==> src/rtl/imem_boot_loader_if.sv <==
// imem_boot_loader_if: host byte stream in, instruction memory write port out
interface imem_boot_loader_if;
    logic        rx_valid;
    logic [7:0]  rx_data;
    logic        rx_ready;
    logic        mem_we;
    logic [31:0] mem_addr;
    logic [31:0] mem_wdata;
    modport master (input rx_valid, rx_data, output rx_ready, mem_we, mem_addr, mem_wdata);
    modport slave (output rx_valid, rx_data, input rx_ready, mem_we, mem_addr, mem_wdata);
endinterface

==> src/rtl/imem_boot_loader.sv <==
// imem_boot_loader: loads a framed, checksummed byte stream into instruction memory and releases the core
module imem_boot_loader #(
    parameter int         DEPTH_WORDS = 64,
    parameter logic [7:0] MAGIC       = 8'hA5,
    parameter int         TIMEOUT     = 1000
) (
    input  logic                       clk,
    input  logic                       rst,
    input  logic                       start,
    imem_boot_loader_if.master         bus,
    output logic                       cpu_hold,
    output logic                       busy,
    output logic                       done,
    output logic                       error,
    output logic [1:0]                 err_code,
    output logic [7:0]                 words_loaded
);
    localparam int TW = $clog2(TIMEOUT + 2);
    typedef enum logic [2:0] {IDLE, WAIT_MAGIC, WAIT_COUNT, DATA, WRITE, WAIT_CSUM, RUN, ERROR} state_t;
    state_t        state, state_n;
    logic [7:0]    n, widx, csum;
    logic [1:0]    bidx;
    logic [23:0]   asm_w;
    logic [TW-1:0] tcnt;
    logic          acc, tmo, arm;
    always_comb begin
        acc = bus.rx_valid && bus.rx_ready;
        tmo = TIMEOUT != 0 && state inside {WAIT_COUNT, DATA, WAIT_CSUM} && !acc && int'(tcnt) == TIMEOUT - 1;
        state_n = state;
        case (state)
            WAIT_MAGIC: state_n = acc && bus.rx_data == MAGIC ? WAIT_COUNT : state;
            WAIT_COUNT: state_n = !acc ? state : bus.rx_data == 8'd0 || int'(bus.rx_data) > DEPTH_WORDS ? ERROR : DATA;
            DATA:       state_n = acc && bidx == 2'd3 ? WRITE : state;
            WRITE:      state_n = widx + 8'd1 == n ? WAIT_CSUM : DATA;
            WAIT_CSUM:  state_n = !acc ? state : bus.rx_data == csum ? RUN : ERROR;
            default:    state_n = start ? WAIT_MAGIC : state;
        endcase
        if (tmo) state_n = ERROR;
        arm = state_n == WAIT_MAGIC && state != WAIT_MAGIC;
    end
    // Outputs are registered from the next state so they always match the state they describe.
    always_ff @(posedge clk or posedge rst) begin
        if (rst) begin
            state         <= IDLE;
            cpu_hold      <= 1'b1;
            busy          <= 1'b0;
            done          <= 1'b0;
            error         <= 1'b0;
            err_code      <= 2'd0;
            words_loaded  <= 8'd0;
            bus.rx_ready  <= 1'b0;
            bus.mem_we    <= 1'b0;
            bus.mem_addr  <= 32'd0;
            bus.mem_wdata <= 32'd0;
            n             <= 8'd0;
            widx          <= 8'd0;
            csum          <= 8'd0;
            bidx          <= 2'd0;
            asm_w         <= 24'd0;
            tcnt          <= '0;
        end else begin
            state        <= state_n;
            bus.rx_ready <= state_n inside {WAIT_MAGIC, WAIT_COUNT, DATA, WAIT_CSUM};
            busy         <= state_n inside {WAIT_MAGIC, WAIT_COUNT, DATA, WRITE, WAIT_CSUM};
            cpu_hold     <= state_n != RUN;
            done         <= state_n == RUN;
            error        <= state_n == ERROR;
            bus.mem_we   <= state_n == WRITE;
            tcnt         <= acc || state_n != state ? '0 : tcnt + 1'b1;
            if (arm) begin
                err_code     <= 2'd0;
                words_loaded <= 8'd0;
            end
            if (state_n == ERROR && state != ERROR)
                err_code <= tmo ? 2'd3 : state == WAIT_COUNT ? 2'd1 : 2'd2;
            if (acc && state == WAIT_COUNT) begin
                n    <= bus.rx_data;
                widx <= 8'd0;
                bidx <= 2'd0;
                csum <= 8'd0;
            end
            // Bytes shift in from the top so byte 0 ends up in the least significant lane.
            if (acc && state == DATA) begin
                asm_w <= {bus.rx_data, asm_w[23:8]};
                csum  <= csum ^ bus.rx_data;
                bidx  <= bidx + 2'd1;
            end
            if (state_n == WRITE) begin
                bus.mem_addr  <= {22'd0, widx, 2'd0};
                bus.mem_wdata <= {bus.rx_data, asm_w};
            end
            if (state == WRITE) begin
                widx         <= widx + 8'd1;
                words_loaded <= words_loaded + 8'd1;
            end
        end
    end
endmodule

==> src/flat_wrapper.sv <==
// flat-port wrapper written by rule: the top's interface ports become plain ports
module imem_boot_loader_flat 
#(
    parameter int         DEPTH_WORDS = 64,
    parameter logic [7:0] MAGIC       = 8'hA5,
    parameter int         TIMEOUT     = 1000
)
  (clk, rst, start, cpu_hold, busy, done, error, err_code, words_loaded, bus_rx_valid, bus_rx_data, bus_rx_ready, bus_mem_we, bus_mem_addr, bus_mem_wdata);
  imem_boot_loader_if bus_i ();
  input  logic clk;
  input  logic rst;
  input  logic start;
  output logic cpu_hold;
  output logic busy;
  output logic done;
  output logic error;
  output logic [1:0] err_code;
  output logic [7:0] words_loaded;
  input wire logic [$bits(bus_i.rx_valid)-1:0] bus_rx_valid;
  input wire logic [$bits(bus_i.rx_data)-1:0] bus_rx_data;
  output wire logic [$bits(bus_i.rx_ready)-1:0] bus_rx_ready;
  output wire logic [$bits(bus_i.mem_we)-1:0] bus_mem_we;
  output wire logic [$bits(bus_i.mem_addr)-1:0] bus_mem_addr;
  output wire logic [$bits(bus_i.mem_wdata)-1:0] bus_mem_wdata;
  assign bus_i.rx_valid = bus_rx_valid;
  assign bus_i.rx_data = bus_rx_data;
  assign bus_rx_ready = bus_i.rx_ready;
  assign bus_mem_we = bus_i.mem_we;
  assign bus_mem_addr = bus_i.mem_addr;
  assign bus_mem_wdata = bus_i.mem_wdata;
  imem_boot_loader #(.DEPTH_WORDS(DEPTH_WORDS), .MAGIC(MAGIC), .TIMEOUT(TIMEOUT)) u_core (.clk(clk), .rst(rst), .start(start), .bus(bus_i), .cpu_hold(cpu_hold), .busy(busy), .done(done), .error(error), .err_code(err_code), .words_loaded(words_loaded));
endmodule
==> config.mk <==
export PLATFORM = sky130hd
export DESIGN_NAME = imem_boot_loader_flat
export DESIGN_NICKNAME = d
export VERILOG_FILES = /design/src/rtl/imem_boot_loader_if.sv /design/src/rtl/imem_boot_loader.sv /design/src/flat_wrapper.sv
export SDC_FILE = /design/constraint.sdc
export NUM_CORES = 1
export LEC_CHECK = 0
export ABC_AREA = 0
export BUFFER_PORTS_ARGS = -buffer_cell sky130_fd_sc_hd__buf_2
export CORE_ASPECT_RATIO = 0.8
export CORE_MARGIN = 2
export CORE_UTILIZATION = 40
export CTS_BUF_LIST = sky130_fd_sc_hd__clkbuf_8
export DETAILED_ROUTE_END_ITERATION = 8
export PLACE_DENSITY = 0.69
export SYNTH_ARGS = -nofsm -noshare
export SYNTH_HDL_FRONTEND = slang
export SYNTH_SLANG_ARGS = --single-unit
==> constraint.sdc <==
create_clock -name clk -period 10 [get_ports clk]
set_input_delay 1 -clock clk [delete_from_list [all_inputs] [get_ports clk]]
set_output_delay 1 -clock clk [all_outputs]
set_load 0.005 [all_outputs]
# Word-level counts from Yosys, hierarchy flattened
# Cells that the tools add are included.
[word_totals]
register_bits = 119
latchBits = 0
ramBits = 0
romBits = 0
inputBits = 12
output_inout_bits = 80
wordCells = 86
mem_count = 0
[classes]
addsub = 4
n_mul = 0
div_mod_pow = 0
n_lt_le_gt_ge = 1
n_eq_ne = 21
n_shift = 0
mux = 22
bitwise_logic = 1
n_reduce_logical = 20
[ops]
columns = ["cell", "count"]
rows = [
  ["$mux W8", 5],
  ["$mux W3", 8],
  ["$eq A3 B3 Y1 const B", 6],
  ["$add A8 B1 Y8 const B", 2],
  ["$eq A8 B8 Y1", 2],
  ["$pmux W3 S5", 1],
  ["$eq A3 B2 Y1 const B", 4],
  ["$mux W2", 6],
  ["$add A10 B1 Y10 const B", 1],
  ["$eq A10 B6 Y1 const B", 1],
  ["$mux W10", 1],
  ["$logic_and A1 B1 Y1", 9],
  ["$eq A8 B8 Y1 const B", 1],
  ["$gt A8 B7 Y1 const B", 1],
  ["$logic_not A8 Y1", 1],
  ["$reduce_bool A2 Y1", 4],
  ["$xor A8 B8 Y8", 1],
  ["$eq A3 B1 Y1 const B", 2],
  ["$ne A3 B3 Y1 const B", 2],
  ["$reduce_bool A5 Y1", 1],
  ["$reduce_bool A4 Y1", 1],
  ["$ne A3 B1 Y1 const B", 1],
  ["$ne A3 B3 Y1", 1],
  ["$reduce_bool A3 Y1", 1],
  ["other kinds (5)", 6],
]

# Depth between registers and ports, before layout
[logic_depth]
word_depth = 10
ltp_mapped = 12

# Least setup slack after synthesis
# OpenSTA, ideal clock, no wires.
[synth_path]
path_kind = "input-to-reg"
from = "in bus_rx_data[1]"
to = "reg u_core.bus.mem_wdata[24]"
setup_ps = 125
t_arrival_ps = 3030
required_ps = 9875
slack_ps = 6845
stages = 8
path_buffers = 1
path_cell_list = "or3_4 o21ai_1 or3b_4 a311oi_4 o21ai_4 nand3_4 buf_6 mux2_2"
[synth_via]
elab_chain_cells = 7
word_cells_on_any_way = 14
classes_between = "order compare (1); eq/ne (3); mux (7); reduce/logical (3)"
[synth_lines]
columns = ["element", "line", "source"]
rows = [
  ["from (decl)", "flat_wrapper.sv:20", "input wire logic [$bits(bus_i.rx_data)-1:0] bus_rx_data;"],
  ["$gt A8 B7 Y1 or $logic_not A8 Y1 (tied branches)", "imem_boot_loader.sv:32", "WAIT_COUNT: state_n = !acc ? state : bus.rx_data == 8'd0 || int'(bus.rx_data) > DEPTH_WORDS ? ERROR : DATA;"],
  ["$logic_or A1 B1 Y1", "imem_boot_loader.sv:32", ""],
  ["$mux W3 (2 in series)", "imem_boot_loader.sv:32", ""],
  ["$pmux W3 S5 (*)", "imem_boot_loader.sv:30", "case (state)"],
  ["$mux W3 (*)", "imem_boot_loader.sv:38", "if (tmo) state_n = ERROR;"],
  ["named net u_core.state_n[2]", "imem_boot_loader.sv:20", "state_t state, state_n;"],
  ["$eq A3 B3 Y1 (*)", "imem_boot_loader.sv:88", "if (state_n == WRITE) begin"],
  ["to (signal assigned)", "imem_boot_loader.sv:90", "bus.mem_wdata <= {bus.rx_data, asm_w};"],
  ["to (decl)", "imem_boot_loader_if.sv:9", "modport master (input rx_valid, rx_data, output rx_ready, mem_we, mem_addr, mem_wdata);"],
]
# The timed path passes the listed nets; every way through them passes the cells marked *.
# A chain may end at the register's enable or synchronous reset.

# Final worst setup path
[layout_path]
from = "reg u_core.state[0]"
to = "reg u_core.bus.mem_wdata[2]"
[layout_via]
elab_chain_cells = 6
word_cells_on_any_way = 16
classes_between = "eq/ne (6); mux (7); reduce/logical (3)"
[layout_lines]
columns = ["element", "line", "source"]
rows = [
  ["from (decl)", "imem_boot_loader.sv:20", ""],
  ["from (signal assigned)", "imem_boot_loader.sv:62", "state <= state_n;"],
  ["$eq A3 B2 Y1 or $eq A3 B3 Y1 (tied branches)", "imem_boot_loader.sv:28, imem_boot_loader.sv:30", ""],
  ["$reduce_bool A3 Y1", "imem_boot_loader.sv:28", "tmo = TIMEOUT != 0 && state inside {WAIT_COUNT, DATA, WAIT_CSUM} && !acc && int'(tcnt) == TIMEOUT - 1;"],
  ["$logic_and A1 B1 Y1 (2 in series)", "imem_boot_loader.sv:28", ""],
  ["$mux W3 (*)", "imem_boot_loader.sv:38", ""],
  ["$eq A3 B3 Y1 (*)", "imem_boot_loader.sv:88", ""],
]
# Every way passes the cells marked *; elsewhere a longest branch is shown, timed or not.

==> results.json <==
{
  "run_status": "complete, no violations",
  "async_flop_share": 1.00,
  "fin_tns_setup_ps": 0,
  "synthTopCellsByArea": "dfrtp_1 52%, mux2_2 7.7%, nand2_1 6.4%, buf_4 3.2%, o21ai_0 3.0%",
  "required_ps": 10290,
  "clock_latency_ps": 430,
  "synth_top_area_cell": "dfrtp_1",
  "cp.arrival_ps": 4040,
  "crit_path_end_kind": "flip-flop",
  "cp_cell_sequence": "inv_1 -> nor2_1 -> o21a_1 -> a211oi_1 -> a21boi_4 -> nand3_4 -> mux2_1",
  "numCtsBuffers": 17,
  "synth_flop_cell": "dfrtp_1",
  "wl_um": 12100,
  "postCtsHoldBufs": 0,
  "grt_pass1_wl_um": 20200,
  "fin_crit_sh": 0.375,
  "dieWidth_um": 137,
  "die_h_um": 111,
  "synth_top_area_share": 0.518,
  "setup_viol": 0,
  "cts_setup_buffers": 0,
  "grt_pass1_vias": 4027,
  "cts_root_buffer": "clkbuf_8",
  "finalHoldViolCount": 0,
  "antenna_found_initial": 1,
  "max_freq_ghz": 0.267,
  "min_delay_path_depth": 2,
  "synth_edf_count": 0,
  "rsz0062_at_grt": "false",
  "post-place-cells": 766,
  "overflow": 0,
  "initial_core_util": 0.415,
  "gp_congestion": 0.846,
  "cap_viol_max_count": 0,
  "syn_to_final_growth_pct": 12.9,
  "port_buffers": 67,
  "vias_per_cell": 5.20,
  "final_cells": 799,
  "cts_resized": 0,
  "yosysWarnings": 0,
  "syn_inst": 541,
  "finalMaxSlewViolations": 0,
  "worst_ir_drop_vdd_uv": 99.2,
  "drc_errors": 0,
  "core_mm2": 0.0137,
  "cp_slowest_cell": "a211oi_1",
  "hold_class": "flip-flop to flip-flop",
  "switching_share": 0.322,
  "slew_headroom": 0.314,
  "clock_path_buffers": 2,
  "final_layout_size_suffix_gt1_frac": 0.248,
  "p_leak_nw": 3.23,
  "critPathMaxStageDelay_ps": 710,
  "die_area_mm2": 0.0152,
  "pwr-share-seq": 0.489,
  "clk_transition_reported_paths_ps": 70,
  "worst_pin_slew_ps": 1030,
  "num_rows": 38,
  "rr_worst_depth": 7,
  "clock_sinks": 119,
  "ant_nets": 0,
  "power_frac_clock": 0.313,
  "p_int_mw": 0.866,
  "io_pins": 92,
  "finClkSkew_ps": 11.0,
  "p_comb_frac": 0.197,
  "drt-pass1-iter-count": 5,
  "p_total_mw": 1.28,
  "synth_area_mm2": 0.00570,
  "period_minus_slack_ps": 3750,
  "wl_per_cell_um": 15.1,
  "post-dp-hpwl_um": 8220,
  "crit_fanout": 41,
  "startpoint_type": "flip-flop",
  "grt_usage": 0.167,
  "num-nets-final": 622,
  "dp_slack_ps": 5990,
  "drt_iter0_drc": 301,
  "powerDensity_mw_per_mm2": 198,
  "grt_max_degree": 84,
  "worst_slack_ps": 6250,
  "switchingPower_mw": 0.411,
  "ys_ff_latch": 119,
  "via_count": 4152,
  "worstSetupPathType": "flip-flop to flip-flop",
  "cts_htree_levels": 4,
  "syn_avg_cell_area_um2": 10.5,
  "cts_tree": "yes",
  "ys_types": 65,
  "synth_seq_area_share": 0.523
}
## area by class of cell
type                            instances  area (um2)
Multi-Input combinational cell        387        2460
Sequential cell                       119        2980
Clock inverter                         13         109
Antenna cell                            1        2.50
Tap cell                              180         225
Fill cell                            1266        7310
Clock buffer                           19         262
Inverter                               10        40.0
Timing Repair Buffer                   70         358
## state kept, by name, summed over array words and instances (netlist names)
signal                cells
u_core.asm_w             24
u_core.bidx               2
u_core.bus.mem_addr       8
u_core.bus.mem_wdata     32
u_core.bus.mem_we         1
u_core.bus.rx_ready       1
u_core.busy               1
u_core.cpu_hold           1
u_core.csum               8
u_core.done               1
u_core.err_code           2
u_core.error              1
u_core.n                  8
u_core.state              3
u_core.tcnt              10
u_core.widx               8
u_core.words_loaded       8
## final timing paths
path                            startpoint                  endpoint  slack (ps)
max                        u_core.state[0]   u_core.bus.mem_wdata[2]        6250
min                        u_core.asm_w[5]           u_core.asm_w[5]         480
max reg2reg                u_core.state[0]   u_core.bus.mem_wdata[2]        6250
min reg2reg                u_core.asm_w[5]           u_core.asm_w[5]         480
max in group asynchronous              rst    u_core.words_loaded[3]        8030
min in group asynchronous              rst  u_core.bus.mem_wdata[12]         580
## logic make-up after synthesis
logic type               synth area share
adder cells (fa/ha/maj)            0.0110
multiplexers                       0.0966
other                            0.000658
AO/OA/AOI/OAI                       0.102
flip-flops                          0.523
buffers and inverters              0.0606
XOR/XNOR                           0.0413
AND/OR/NAND/NOR                     0.165
## per-layer routing
| metal | share of wire | up-vias | global-route usage |
|---|---|---|---|
| li1 | - | 1963 | - |
| met1 | 0.45 | 2046 | 0.228 |
| met2 | 0.47 | 129 | 0.251 |
| met3 | 0.067 | 14 | 0.0590 |
| met4 | 0.015 | 0 | 0.0481 |
| met5 | 0 | - | 0 |
## worst max-delay path: cells and delay by family (launching register included)
kind	cells	cell delay (ps)
compound gates	3	1370
buf+inv	1	470
flops	1	570
mux	1	540
simple gates	2	660
## metrics by stage
step                      cell area (um2)   util  hold WS, ps
after floorplan                      5780      -          439
after global placement               6060  0.441          456
after detailed placement             6060  0.441          463
after CTS                            6430  0.468          481
after global routing                 6430  0.468          506
final                                6430  0.468          476
## layout by cell type, fill, tap and decap left out, types with 5 or more instances in the layout
| cell type | netlist | final |
|---|---|---|
| nand2b_1 | 5 | 5 |
| nand2_1 | 97 | 97 |
| clkbuf_8 | 0 | 19 |
| clkinvlp_4 | 0 | 6 |
| mux2_1 | 9 | 9 |
| inv_1 | 10 | 12 |
| buf_2 | 5 | 67 |
| xnor2_1 | 16 | 16 |
| ha_1 | 5 | 5 |
| nor4_1 | 10 | 10 |
| nand3_1 | 13 | 13 |
| xor2_1 | 9 | 9 |
| o21ai_0 | 34 | 34 |
| a21oi_1 | 17 | 17 |
| nand4_1 | 6 | 6 |
| conb_1 | 1 | 24 |
| a31oi_1 | 5 | 5 |
| nor2_1 | 30 | 30 |
| dfrtp_1 | 118 | 118 |
| mux2_2 | 39 | 39 |
## cells in the mapped netlist, types with 5 or more instances
| cell | count |
|---|---|
| nor4_1 | 10 |
| mux2_1 | 9 |
| nand2_1 | 97 |
| xor2_1 | 9 |
| buf_4 | 24 |
| clkbuf_1 | 13 |
| a21oi_1 | 17 |
| o21ai_0 | 34 |
| buf_2 | 5 |
| nand3_1 | 13 |
| nor2_1 | 30 |
| ha_1 | 5 |
| inv_1 | 10 |
| xnor2_1 | 16 |
| dfrtp_1 | 118 |
| nand2b_1 | 5 |
| a31oi_1 | 5 |
| mux2_2 | 39 |
| nand4_1 | 6 |
## power by group through the flow
stage | Clock (mW) | Combinational, mW | Sequential, mW
floorplan | 0 | 0.210 | 0.600
global placement | 0 | 0.243 | 0.627
detailed placement | 0 | 0.251 | 0.632
CTS | 0.411 | 0.253 | 0.624
global route | 0.435 | 0.286 | 0.637
finish | 0.400 | 0.252 | 0.625
No activity file was read; power rests on OpenSTA's default activity.
